$ cat src/rtl/uart_tx_io_pkg.sv
// Shared UART constants and the transmit state type.
// The bootloader's RX path reuses the baud constant from here.
package common_params;

  localparam int UART_BAUD_DIV = 434;
  localparam int DATA_BITS     = 8;
  localparam int STOP_BITS     = 1;

  typedef enum logic [1:0] {
    IDLE,
    START,
    DATA,
    STOP
  } tx_state_t;

endpackage

$ cat src/rtl/uart_tx_io_fifo.sv
// Synchronous circular-buffer FIFO with occupancy count.
// The RX side can reuse it as well.
module sync_fifo #(
  parameter int WIDTH = 8,
  parameter int DEPTH = 8,
  parameter int CNT_W = $clog2(DEPTH + 1)
) (
  input  logic             clk,
  input  logic             rst,
  input  logic             push_i,
  input  logic [WIDTH-1:0] data_i,
  input  logic             pop_i,
  output logic [WIDTH-1:0] data_o,
  output logic             full_o,
  output logic             empty_o,
  output logic [CNT_W-1:0] count_o
);

  localparam int PTR_W = (DEPTH > 1) ? $clog2(DEPTH) : 1;

  logic [WIDTH-1:0] mem_q [DEPTH];
  logic [PTR_W-1:0] wrPtr_q, wrPtr_d;
  logic [PTR_W-1:0] rdPtr_q, rdPtr_d;
  logic [CNT_W-1:0] count_q, count_d;
  logic             doPush;
  logic             doPop;

  // Full and empty come from the registered count, so a byte pushed this
  // cycle is never visible to a pop in the same cycle.
  assign full_o  = (count_q == CNT_W'(DEPTH));
  assign empty_o = (count_q == '0);
  assign count_o = count_q;
  assign data_o  = mem_q[rdPtr_q];

  assign doPush = push_i & ~full_o;
  assign doPop  = pop_i & ~empty_o;

  always_comb begin
    wrPtr_d = wrPtr_q;
    rdPtr_d = rdPtr_q;
    count_d = count_q;
    if (doPush) wrPtr_d = wrPtr_q + PTR_W'(1);
    if (doPop)  rdPtr_d = rdPtr_q + PTR_W'(1);
    case ({doPush, doPop})
      2'b10:   count_d = count_q + CNT_W'(1);
      2'b01:   count_d = count_q - CNT_W'(1);
      default: count_d = count_q;
    endcase
  end

  always_ff @(posedge clk) begin
    if (rst) begin
      wrPtr_q <= '0;
      rdPtr_q <= '0;
      count_q <= '0;
    end else begin
      wrPtr_q <= wrPtr_d;
      rdPtr_q <= rdPtr_d;
      count_q <= count_d;
    end
  end

  always_ff @(posedge clk) begin
    if (doPush) mem_q[wrPtr_q] <= data_i;
  end

endmodule

$ cat src/rtl/uart_tx_io.sv
// Memory-mapped 8N1 UART transmitter: CPU byte writes queue into a FIFO
// and are shifted out LSB first on TX, with status bits for IO reads.
module uart_tx_io
  import common_params::*;
#(
  parameter int BAUD_DIV   = UART_BAUD_DIV,
  parameter int FIFO_DEPTH = 8,
  parameter int CNT_W      = $clog2(FIFO_DEPTH + 1)
) (
  input  logic             clk,
  input  logic             rst,
  input  logic             wr_en,
  input  logic [7:0]       wr_data,
  input  logic             clr_ovf,
  output logic             full,
  output logic             empty,
  output logic             busy,
  output logic             ovf,
  output logic [CNT_W-1:0] count,
  output logic             TX
);

  localparam int BAUD_W = (BAUD_DIV > 2) ? $clog2(BAUD_DIV) : 1;
  localparam int BIT_W  = $clog2(DATA_BITS);

  tx_state_t              state_q, state_d;
  logic [BAUD_W-1:0]      baud_q, baud_d;
  logic [BIT_W-1:0]       bitIdx_q, bitIdx_d;
  logic [DATA_BITS-1:0]   shift_q, shift_d;
  logic                   tx_q, tx_d;
  logic                   ovf_q, ovf_d;

  logic                   baudEnd;
  logic                   fifoPop;
  logic [7:0]             fifoData;
  logic                   fifoFull;
  logic                   fifoEmpty;
  logic [CNT_W-1:0]       fifoCount;

  sync_fifo #(
    .WIDTH (8),
    .DEPTH (FIFO_DEPTH),
    .CNT_W (CNT_W)
  ) u_fifo (
    .clk     (clk),
    .rst     (rst),
    .push_i  (wr_en),
    .data_i  (wr_data),
    .pop_i   (fifoPop),
    .data_o  (fifoData),
    .full_o  (fifoFull),
    .empty_o (fifoEmpty),
    .count_o (fifoCount)
  );

  assign baudEnd = (baud_q == BAUD_W'(BAUD_DIV - 1));

  // TX is registered from the current state, so the line trails the FSM by
  // one cycle; every level still lasts exactly BAUD_DIV cycles.
  always_comb begin
    state_d  = state_q;
    baud_d   = baud_q;
    bitIdx_d = bitIdx_q;
    shift_d  = shift_q;
    tx_d     = 1'b1;
    fifoPop  = 1'b0;

    if (state_q != IDLE) begin
      baud_d = baudEnd ? '0 : baud_q + BAUD_W'(1);
    end

    case (state_q)
      IDLE: begin
        tx_d = 1'b1;
        if (!fifoEmpty) begin
          fifoPop = 1'b1;
          shift_d = fifoData;
          baud_d  = '0;
          state_d = START;
        end
      end

      START: begin
        tx_d = 1'b0;
        if (baudEnd) begin
          bitIdx_d = '0;
          state_d  = DATA;
        end
      end

      DATA: begin
        tx_d = shift_q[0];
        if (baudEnd) begin
          shift_d = shift_q >> 1;
          if (bitIdx_q == BIT_W'(DATA_BITS - 1)) begin
            bitIdx_d = '0;
            state_d  = STOP;
          end else begin
            bitIdx_d = bitIdx_q + BIT_W'(1);
          end
        end
      end

      STOP: begin
        tx_d = 1'b1;
        if (baudEnd) begin
          if (bitIdx_q == BIT_W'(STOP_BITS - 1)) begin
            bitIdx_d = '0;
            if (!fifoEmpty) begin
              fifoPop = 1'b1;
              shift_d = fifoData;
              state_d = START;
            end else begin
              state_d = IDLE;
            end
          end else begin
            bitIdx_d = bitIdx_q + BIT_W'(1);
          end
        end
      end

      default: begin
        state_d = IDLE;
      end
    endcase
  end

  // A dropped write wins over a simultaneous clear so no overflow is lost.
  always_comb begin
    ovf_d = ovf_q;
    if (wr_en && fifoFull) begin
      ovf_d = 1'b1;
    end else if (clr_ovf) begin
      ovf_d = 1'b0;
    end
  end

  always_ff @(posedge clk) begin
    if (rst) begin
      state_q  <= IDLE;
      baud_q   <= '0;
      bitIdx_q <= '0;
      shift_q  <= '0;
      tx_q     <= 1'b1;
      ovf_q    <= 1'b0;
    end else begin
      state_q  <= state_d;
      baud_q   <= baud_d;
      bitIdx_q <= bitIdx_d;
      shift_q  <= shift_d;
      tx_q     <= tx_d;
      ovf_q    <= ovf_d;
    end
  end

  assign TX    = tx_q;
  assign ovf   = ovf_q;
  assign full  = fifoFull;
  assign empty = fifoEmpty;
  assign count = fifoCount;
  assign busy  = (state_q != IDLE) | ~fifoEmpty;

endmodule

$ cat config.mk
export PLATFORM = sky130hd
export DESIGN_NAME = uart_tx_io
export DESIGN_NICKNAME = d
export VERILOG_FILES = /design/src/rtl/uart_tx_io_pkg.sv /design/src/rtl/uart_tx_io_fifo.sv /design/src/rtl/uart_tx_io.sv
export SDC_FILE = /design/constraint.sdc
export NUM_CORES = 1
export LEC_CHECK = 0
export BUFFER_PORTS_ARGS = -buffer_cell sky130_fd_sc_hd__buf_4
export CORE_AREA = 2 2 110 112
export DETAILED_ROUTE_END_ITERATION = 8
export DIE_AREA = 0 0 112 114
export HOLD_SLACK_MARGIN = 0.1
export PLACE_DENSITY_LB_ADDON = 0.15
export SLEW_MARGIN = 20
export SYNTH_ARGS = -nofsm -noshare
export SYNTH_HDL_FRONTEND = slang
export SYNTH_HIERARCHICAL = 1
export SYNTH_SLANG_ARGS = --single-unit
$ cat constraint.sdc
create_clock -name clk -period 4 [get_ports clk]
set_input_delay 0.8 -clock clk [delete_from_list [all_inputs] [get_ports clk]]
set_output_delay 0.8 -clock clk [all_outputs]
set_load 0.02 [all_outputs]
Word level (Yosys, flattened, before mapping)
Memories as Yosys holds them, arrays and structs flattened. A register that Yosys moved wholly into a read port is not among the register bits.
Cells that the tools add are included.
{"block": "word_totals", "reg_bits": 34, "latch_bits": 0, "mem_bits_rw": 64, "rom_bits": 0, "input_bits": 12, "memories": 1}
{"block": "classes", "n_addsub": 6, "mul": 0, "div": 0, "n_lt_le_gt_ge": 0, "n_eq_ne": 14, "shift": 0, "muxes": 35, "bitwise": 5, "n_reduce_logical": 13}
{"name": "u_fifo.mem_q", "words": 8, "word_bits": 8, "rd": 1, "rd_clocked_by_memory_dff": 1, "write_ports": 1, "line_no": "uart_tx_io_fifo.sv:21", "text": "logic [WIDTH-1:0] mem_q [DEPTH];"}
{"operator": "$mux W9", "n": 4}
{"operator": "$mux W8", "n": 4}
{"operator": "$pmux W8 S3", "n": 1}
{"operator": "$mux W3", "n": 7}
{"operator": "$mux W2", "n": 6}
{"operator": "$ne A2 B2 Y1 const B", "n": 6}
{"operator": "$add A3 B1 Y3 const B", "n": 3}
{"operator": "$add A9 B1 Y9 const B", "n": 1}
{"operator": "$eq A9 B9 Y1 const B", "n": 1}
{"operator": "$pmux W3 S3", "n": 1}
{"operator": "$mux W1", "n": 8}
{"operator": "$pmux W2 S4", "n": 1}
{"operator": "$pmux W4 S2", "n": 1}
{"operator": "$reduce_and A4 Y1", "n": 2}
{"operator": "$eq A2 B2 Y1 const B", "n": 3}
{"operator": "$reduce_and A6 Y1", "n": 1}
{"operator": "$reduce_bool A2 Y1", "n": 3}
{"operator": "$reduce_bool A3 Y1", "n": 2}
{"operator": "$add A4 B1 Y4 const B", "n": 1}
{"operator": "$eq A2 B1 Y1 const B", "n": 2}
{"operator": "$eq A4 B4 Y1 const B", "n": 1}
{"operator": "$logic_not A4 Y1", "n": 1}
{"operator": "$sub A4 B1 Y4 const B", "n": 1}
{"operator": "$eq A3 B3 Y1 const B", "n": 1}
{"operator": "other kinds (9)", "n": 11}

Depth between registers and ports, before layout
Gate-level depths: netlist of run 1.
{"block": "depth", "word_depth": 8, "depth_mapped": 14}

By module
Netlist of run 1, hierarchy kept.
{"module": "sync_fifo", "instances": 1, "cells_per_inst": 167, "area_per_inst_um2": 3150.5, "seq_area_each_um2": 2182.1}
{"module": "uart_tx_io", "instances": 1, "cells_per_inst": 140, "area_per_inst_um2": 1368.8, "seq_area_each_um2": 480.5}

Worst setup path after synthesis of run 1
No wires, ideal clock.
{"block": "synth_path", "kind": "register to register", "from": "register u_fifo.count_q[1], in the netlist u_fifo/count_o[1]", "to": "register u_fifo.count_q[2], in the netlist u_fifo/count_o[2]", "arrival_ps": 3579, "slack_ps": 350, "stages_incl_launch_ff": 14, "n_path_buf": 1, "synth_period_minus_slack_ps": 3650, "path_cell_list": "dfxtp_1 buf_6 nor4_1 nor2b_1 nand4b_1 a21oi_1 o41a_1 ha_1 xor2_1 ha_1 a21oi_1 xor2_1 or3_1 a21oi_1"}
{"block": "synth_via", "elab_chain_cells": 8}
{"item": "start: declaration", "line_no": "uart_tx_io_fifo.sv:24", "text": "logic [CNT_W-1:0] count_q, count_d;"}
{"item": "start signal: assignment", "line_no": "uart_tx_io_fifo.sv:59", "text": "count_q <= count_d;"}
{"item": "$logic_not A4 Y1 (*)", "line_no": "uart_tx_io_fifo.sv:31", "text": "assign empty_o = (count_q == '0);"}
{"item": "net empty", "line_no": "uart_tx_io.sv:16", "text": "output logic empty,"}
{"item": "$mux W1 (*)", "line_no": "uart_tx_io.sv:75, uart_tx_io.sv:109"}
{"item": "$mux W1", "line_no": "uart_tx_io.sv:107", "text": "if (bitIdx_q == BIT_W'(STOP_BITS - 1)) begin"}
{"item": "$mux W1", "line_no": "uart_tx_io.sv:106", "text": "if (baudEnd) begin"}
{"item": "$pmux W1 S2 (*)", "line_no": "uart_tx_io.sv:72", "text": "case (state_q)"}
{"item": "net fifoPop", "line_no": "uart_tx_io.sv:34", "text": "logic fifoPop;"}
{"item": "$and A1 B1 Y1 (*)", "line_no": "uart_tx_io_fifo.sv:36", "text": "assign doPop = pop_i & ~empty_o;"}
{"item": "net u_fifo.doPop", "line_no": "uart_tx_io_fifo.sv:26", "text": "logic doPop;"}
{"item": "$eq A2 B1 Y1 or $eq A2 B2 Y1 (tied branches)", "line_no": "uart_tx_io_fifo.sv:44", "text": "case ({doPush, doPop})"}
{"item": "$pmux W4 S2 or $reduce_bool A2 Y1 (tied branches)"}
The timed path passes the listed nets; every way through them passes the cells marked *.
A chain may end at the register's enable or synchronous reset.

Worst setup path in the final report of run 1
{"block": "layout_path", "from": "register state_q[1]", "to": "register u_fifo.count_q[2], in the netlist u_fifo/count_o[2]"}
{"block": "layout_via", "elab_chain_cells": 5}
{"item": "start: declaration", "line_no": "uart_tx_io.sv:26", "text": "tx_state_t state_q, state_d;"}
{"item": "start signal: assignment", "line_no": "uart_tx_io.sv:147", "text": "state_q <= state_d;"}
{"item": "$eq A2 B2 Y1 or $logic_not A2 Y1 (tied branches)", "line_no": "uart_tx_io.sv:72"}
{"item": "$pmux W1 S2 (*)", "line_no": "uart_tx_io.sv:72"}
{"item": "net fifoPop", "line_no": "uart_tx_io.sv:34"}
{"item": "$and A1 B1 Y1 (*)", "line_no": "uart_tx_io_fifo.sv:36"}
{"item": "net u_fifo.doPop", "line_no": "uart_tx_io_fifo.sv:26"}
{"item": "$eq A2 B1 Y1 or $eq A2 B2 Y1 (tied branches)", "line_no": "uart_tx_io_fifo.sv:44"}
{"item": "$pmux W4 S2 or $reduce_bool A2 Y1 (tied branches)"}
Marks and branches as above.

==> results of run 1 <==
[per-stage QoR]
step	hold WS [ns]	instance area, um^2	setup WS [ns]
6_report	0.476	5110	1.02
3_5_place_dp	0.471	4810	1.02
2_1_floorplan	0.463	4520	0.350
4_1_cts	0.483	5110	1.01
3_3_place_gp	0.462	4810	1.11
5_1_grt	0.504	5110	0.782
[per-layer routing]
metal | routed length (um) | part of all wire, %
met1 | 3910 | 47
met2 | 4000 | 48
met3 | 258 | 3.1
met4 | 101 | 1.2
met5 | 0 | 0
[layout make-up]
cell class              instances  area (um^2)  share of cell area (%)
flip-flops and latches        101         2660                    52.1
inverters                       8         30.0                   0.587
clock inverters                 7         77.6                    1.52
well taps                     147          184                    3.60
repair buffers                 25          188                    3.67
clock buffers                   9          225                    4.41
multi-input cells             184         1750                    34.1
[final timing paths]
| kind | start | endpoint | slack, ns | cells past startpoint |
|---|---|---|---|---|
| worst max-delay path | state_q[1]$_SDFFE_PP0P_ | u_fifo/count_o[2]$_SDFFE_PP0P_ | 1.02 | 12 |
| worst min-delay path | ovf$_SDFFE_PP0P_ | ovf$_SDFFE_PP0P_ | 0.48 | 2 |
| worst max register to register | state_q[1]$_SDFFE_PP0P_ | u_fifo/count_o[2]$_SDFFE_PP0P_ | 1.02 | 12 |
| worst min register to register | ovf$_SDFFE_PP0P_ | ovf$_SDFFE_PP0P_ | 0.48 | 2 |
[logic make-up (layout without fill, tap and decap cells)]
group,count (synthesis),in the layout,share of synthesized area (%)
simple gates,75,75,10.2
buf+inv,22,49,2.82
xor+xnor,12,12,2.49
fa+ha+maj,15,15,4.15
mux,37,37,13.6
compound gates,45,45,7.84
flops,101,101,58.9
[flip-flops by register name, summed over array words and instances, names as in the netlist, named ones only]
signal          cells
u_fifo/count_o      4
shift_q             8
u_fifo/rdPtr_q      3
u_fifo/wrPtr_q      3
bitIdx_q            3
u_fifo/mem_q       64
baud_q              9
TX                  1
ovf                 1
state_q             2
[cell usage in the layout, fill, tap and decap left out, types with 2 or more instances in the layout]
cell / instances
xnor2_1: 4
nand4b_1: 3
buf_4: 25
edfxtp_1: 64
nor2b_1: 3
mux2i_1: 10
mux2_1: 2
inv_1: 7
o21ai_0: 4
clkbuf_16: 9
and3_1: 2
mux2_2: 9
clkinv_1: 2
nor3_2: 2
xor2_1: 7
inv_8: 2
mux4_1: 8
nor3b_1: 2
nand2_1: 10
nand3_1: 5
nor3_1: 6
mux4_2: 8
inv_6: 2
ha_1: 15
a21oi_2: 2
a311oi_1: 6
nand2b_1: 5
or3_1: 5
nor2_1: 20
dfxtp_1: 37
a21oi_1: 18
[where the power goes]
group / internal [mW] / switching [mW] / total [mW]
registers: 1.22 / 0.0977 / 1.31
logic: 0.455 / 0.532 / 0.987
clock network: 0.494 / 0.391 / 0.885
total: 2.17 / 1.02 / 3.19
[critical path, stage by stage (launching register included)]
cell	delay, ns
dfxtp_1	0.38
ha_1	0.39
nor2b_1	0.23
nand4b_1	0.12
a21oi_1	0.19
o41a_1	0.30
ha_1	0.32
xor2_1	0.18
ha_1	0.16
a21oi_1	0.05
xor2_1	0.16
or3_1	0.30
a21oi_1	0.13
[synth_stat cells (all sizes together)]
| cell | number | area share (%) |
|---|---|---|
| nor3b | 2 | 0.33 |
| ha | 15 | 4.2 |
| o41a | 1 | 0.25 |
| xnor2 | 4 | 0.78 |
| nand2 | 12 | 1.5 |
| nor2b | 3 | 0.42 |
| clkbuf | 4 | 0.33 |
| a31o | 2 | 0.39 |
| o311ai | 1 | 0.36 |
| xor2 | 8 | 1.7 |
| a2bb2oi | 1 | 0.19 |
| nand3 | 6 | 0.78 |
| nor3 | 8 | 0.89 |
| or4b | 1 | 0.30 |
| or3 | 5 | 0.69 |
| o32ai | 1 | 0.36 |
| and3 | 2 | 0.28 |
| a311oi | 7 | 1.5 |
| nor4bb | 1 | 0.22 |
| buf | 10 | 1.8 |
| o2111ai | 1 | 0.19 |
| dfxtp | 37 | 16 |
| nand2b | 6 | 1.0 |
| a221oi | 2 | 0.78 |
| a21boi | 1 | 0.17 |
| a211o | 1 | 0.19 |
| nor2 | 20 | 1.7 |
| nand4b | 4 | 0.91 |
| o22ai | 1 | 0.28 |
| nand3b | 1 | 0.17 |
| mux4 | 16 | 8.6 |
| a21oi | 20 | 2.4 |
| nand4 | 1 | 0.14 |
| nand4bb | 1 | 0.61 |
| o21ai | 5 | 0.64 |
| mux2i | 10 | 2.2 |
| inv | 8 | 0.66 |
| edfxtp | 64 | 43 |
| mux2 | 11 | 2.7 |
| nor4 | 2 | 0.28 |
| a21o | 1 | 0.17 |
==> metrics.yaml, run 1 <==
cells_and_area:
  antenna-diode-count: 0
  layout.nets: 356
  utilization_pct: 43.7
  area_growth_pct: 13.1
  fillers: 1071
  layout-drive-gt1-share_pct: 23.1
  fin_cells: 481
grt:
  grt_pass1_wl_um: 13500
  track_usage_pct: 14.1
  grt_overflow: 0
  use_met3_pct: 4.62
  grt-busiest-layer: "met2"
  grt_pass1_vias: 2524
  met2_usage_pct: 24.0
  grt.met1_usage_pct: 17.4
  grt_max_degree: 30
  antenna_found_initial: 0
route:
  routedWlPerCell_um: 17.2
  vias: 2520
  drtIter0Drc: 173
  postRouteAntennaNets: 0
  first_pass_iters: 6
  totalWireLength_um: 8280
  vias_per_cell: 5.24
  post-route-drc-count: 0
clock_tree:
  clock_latency_ns: 0.35
  clk_pin_slew_ns: 0.07
  cts.sinks: 101
  htree_num_levels: 3
  cts_tree: "done"
  cts_setup_buffers: 0
  holdBufCountCts: 0
  numCtsBuffers: 9
  clockRootBuffer: "clkbuf_16"
  post_cts_resized: 0
  cts_buffer_depth: 2
sta:
  setup_violations: 0
  maxSlewViolCount: 0
  hold_viol: 0
  fin_skew_ns: 0.00823
  rsz0062_at_grt: "false"
  tightest_slew_ns: 1.01
  final.setup.tns_ns: 0
  slew_headroom_pct: 32.1
  fin_crit_ns: 2.98
  finalCritPeriodShare_pct: 74.5
  max_freq_ghz: 0.335
power:
  powerDensity_nw_per_um2: 623
  power.leakage_nw: 1.75
  p_total_mw: 3.19
  ir_drop_uv: 424
synth:
  ys_ff_latch: 101
  ys_warn_count: 6
  synthesis.instances: 307
  syn_nets: 334
  synth_area_um2: 4520
  ys_seq_area_share_pct: 58.9
  syn_area_per_cell_um2: 14.7
  ys_types: 58
die:
  die_w_um: 112
  die_area_um2: 12800
  initial_utilization_pct: 38.6
  fp.dieH_um: 114
  core_um2: 11700
  rows: 40
  floorplan.io_pins: 21
placed_design:
  post-place-cells: 465
  port-buffer-count: 20
  dp_hpwl_um: 5380
  gp_congestion: 0.764
critical_path:
  critPathKind: "register to register"
  critPathMaxFanout: 7
  worstPathRequired_ns: 4.28
  critPathLaunchType: "register"
  end_kind: "register"
  worstPathArrival_ns: 3.26
worst_hold_path:
  worstHoldPathType: "register to register"
run:
  maxCapViolCount: 0
run_status:
  status: "finished clean"
Power figures use the tool's default switching activity.
==> run 2, diff against run 1 <==
Settings changed: ABC_AREA set to 1, CORE_AREA 2 2 110 112 to 2 2 111 113, DIE_AREA 0 0 112 114 to 0 0 113 115.
Clock period 4 ns to 3.1 ns, I/O delays scaled along.
==> run 2 against run 1 <==
The flow now finishes with violations (design-rule violations). Wire length up 6.8%. Global-route usage up 0.18 points. Flip-flop and latch count unchanged. Hold slack worse by 0.0091 ns. Sequential share of layout area down 0.47 points. Count of clock-buffer cells in the layout up 1. Total power up 33%.
==> metrics.yaml, run 2 <==
sta:
  slew_headroom_pct: 47.6
  hold_viol: 0
  fin_skew_ns: 0.00509
  max_freq_ghz: 0.402
  fin_crit_ns: 2.49
  finalCritPeriodShare_pct: 80.2
  setup_violations: 0
  maxSlewViolCount: 0
  final.setup.tns_ns: 0
  rsz0062_at_grt: "false"
  tightest_slew_ns: 0.783
cells_and_area:
  mostFrequentLayoutCells: "nand2_1 (81), nor2_1 (79), edfxtp_1 (64)"
  antenna-diode-count: 0
  largest_reg_flops: 64
  fillers: 1138
  fin_area_um2: 5160
  layout_commonest_cell: "nand2_1"
  seq_area_um2: 2660
  layout.nets: 520
  largestRegisters: "u_fifo/mem_q x64, baud_q x9, shift_q x8"
  regMostFlops: "u_fifo/mem_q"
  multi_input_area_um2: 1640
  layout-drive-gt1-share_pct: 12.0
  area_growth_pct: 12.5
  fin_cells: 645
synth:
  synthArstFlopShare_pct: 0
  ys_types: 36
  synth_common_cells: "nand2_1 (81), nor2_1 (79), edfxtp_1 (64), dfxtp_1 (37), inv_1 (37)"
  synth_top_area_share_pct: 41.9
  ys_ff_latch: 101
  syn_area_per_cell_um2: 9.80
  synth_area_um2: 4590
  synthesis.instances: 468
  ys_top_cells_by_area: "edfxtp_1 (42%), dfxtp_1 (16%), nand2_1 (6.6%)"
  synth_edf_count: 64
  synth_ff_type: "edfxtp_1"
  synth.largest_area_cell: "edfxtp_1"
  ys_seq_area_share_pct: 58.1
  yosysMostFrequentCell: "nand2_1"
  syn_nets: 495
  ys_warn_count: 6
clock_tree:
  cts.sinks: 101
  clk_pin_slew_ns: 0.07
  cts_setup_buffers: 0
  cts_tree: "done"
  cts_buffer_depth: 2
  htree_num_levels: 3
  post_cts_resized: 0
  holdBufCountCts: 0
  clock_latency_ns: 0.35
  clockRootBuffer: "clkbuf_16"
  numCtsBuffers: 9
route:
  vias_per_cell: 4.84
  routedWlPerCell_um: 13.7
  first_pass_iters: 6
  totalWireLength_um: 8840
  postRouteAntennaNets: 0
  post-route-drc-count: 1
  drtIter0Drc: 218
  vias: 3125
die:
  fp.dieH_um: 115
  floorplan.io_pins: 21
  die_area_um2: 13000
  die_w_um: 113
  rows: 40
  initial_utilization_pct: 38.8
  core_um2: 11800
placed_design:
  post-place-cells: 629
  place_area_um2: 4860
  dp_hpwl_um: 5740
  port-buffer-count: 20
  gp_congestion: 0.784
critical_path:
  crit_top_cell: "inv_1"
  path_cells: "nor2_2, nand3_2, inv_1, inv_1, nand2_1, nor3_1, o21a_1, nand2_2, inv_1, ha_1, nand2_1, inv_1, nor2_1, ha_1, a21oi_1, xnor2_1, o21ai_0, inv_1"
  regToRegSetupSlack_ns: 0.61
  path_delay_family: "simple AND/OR/NAND/NOR gates"
  worstPathRequired_ns: 3.34
  slowest_stage: "dfxtp_1"
  crit_cells: 18
  critPathMaxFanout: 6
  end_kind: "register"
  reg2reg_depth: 18
  path_buf_inv: 5
  reg2reg_from: "u_fifo/count_o[0]$_SDFFE_PP0P_"
  r2r-end: "u_fifo/count_o[2]$_SDFFE_PP0P_"
  worstPathArrival_ns: 2.73
  slowest_delay_ns: 0.43
  critPathKind: "register to register"
  critPathLaunchType: "register"
run_status:
  violations: "design-rule violations"
  status: "finished, violations left"
grt:
  grt_overflow: 0
  antenna_found_initial: 0
  grt_pass1_vias: 2814
  grt_pass1_wl_um: 14300
  grt_max_degree: 34
  track_usage_pct: 14.3
worst_hold_path:
  worstHoldPathType: "register to register"
  holdCritStartpoint: "ovf$_SDFFE_PP0P_"
  whs_endpoint: "ovf$_SDFFE_PP0P_"
  holdPathStages: 2
power:
  power.leakage_nw: 2.01
  powerDensity_nw_per_um2: 819
  ir_drop_uv: 532
run:
  maxCapViolCount: 0
-- run 2: cell families after synthesis --
| group | Yosys count | share of synthesized area [%] |
|---|---|---|
| fa+ha+maj | 15 | 4.09 |
| flops | 101 | 58.1 |
| xor+xnor | 7 | 1.34 |
| buf+inv | 58 | 6.19 |
| compound gates | 77 | 9.00 |
| mux | 15 | 3.27 |
| simple gates | 195 | 18.0 |
-- run 2: tightest hold or removal path, stage by stage, from the launching register on --
cell and delay (ns):
dfxtp_1 0.31, nand2_1 0.06, a21oi_1 0.05
-- run 2: how the worst max path moves through the flow --
stage | end | start | slack [ns]
floorplan | u_fifo/count_o[2]$_SDFFE_PP0P_ | u_fifo/count_o[2]$_SDFFE_PP0P_ | 0.66
global placement | u_fifo/count_o[2]$_SDFFE_PP0P_ | u_fifo/count_o[1]$_SDFFE_PP0P_ | 0.74
detailed placement | u_fifo/count_o[2]$_SDFFE_PP0P_ | u_fifo/count_o[1]$_SDFFE_PP0P_ | 0.63
CTS | u_fifo/count_o[2]$_SDFFE_PP0P_ | u_fifo/count_o[1]$_SDFFE_PP0P_ | 0.60
global route | u_fifo/count_o[2]$_SDFFE_PP0P_ | u_fifo/count_o[1]$_SDFFE_PP0P_ | 0.33
finish | u_fifo/count_o[2]$_SDFFE_PP0P_ | u_fifo/count_o[0]$_SDFFE_PP0P_ | 0.61
-- run 2: per-layer routing --
layer / track usage, % / vias up / part of all wire (%) / routed length (um)
met1: 18.7 / 1469 / 49 / 4340
met2: 23.0 / 28 / 47 / 4120
li1: - / 1622 / - / -
met5: 0 / - / 0 / 0
met3: 4.16 / 6 / 3.3 / 295
met4: 4.80 / 0 / 1.0 / 91
-- run 2: cell type report --
cell class	count	share of cell area, %
inverter	44	3.20
clock buffer	10	4.44
timing repair buffer	28	4.07
sequential	101	51.6
clock inverter	6	1.33
tap	147	3.57
multi-input combinational	309	31.8
-- run 2: stage by stage --
step | hold slack [ns] | total power, mW | setup WS, ns | util (%)
6_report | 0.467 | 4.22 | 0.615 | 43.7
5_1_grt | 0.484 | 4.51 | 0.327 | 43.7
4_1_cts | 0.469 | 4.27 | 0.602 | 43.7
3_5_place_dp | 0.458 | 3.13 | 0.629 | 41.2
3_3_place_gp | 0.451 | 3.11 | 0.736 | 41.2
2_1_floorplan | 0.451 | 2.80 | 0.661 | -
-- run 2: report_power, final --
| part | internal (mW) | total, mW | switching [mW] |
|---|---|---|---|
| clock | 0.633 | 1.13 | 0.496 |
| combinational | 0.516 | 1.41 | 0.891 |
| sequential | 1.59 | 1.69 | 0.0940 |
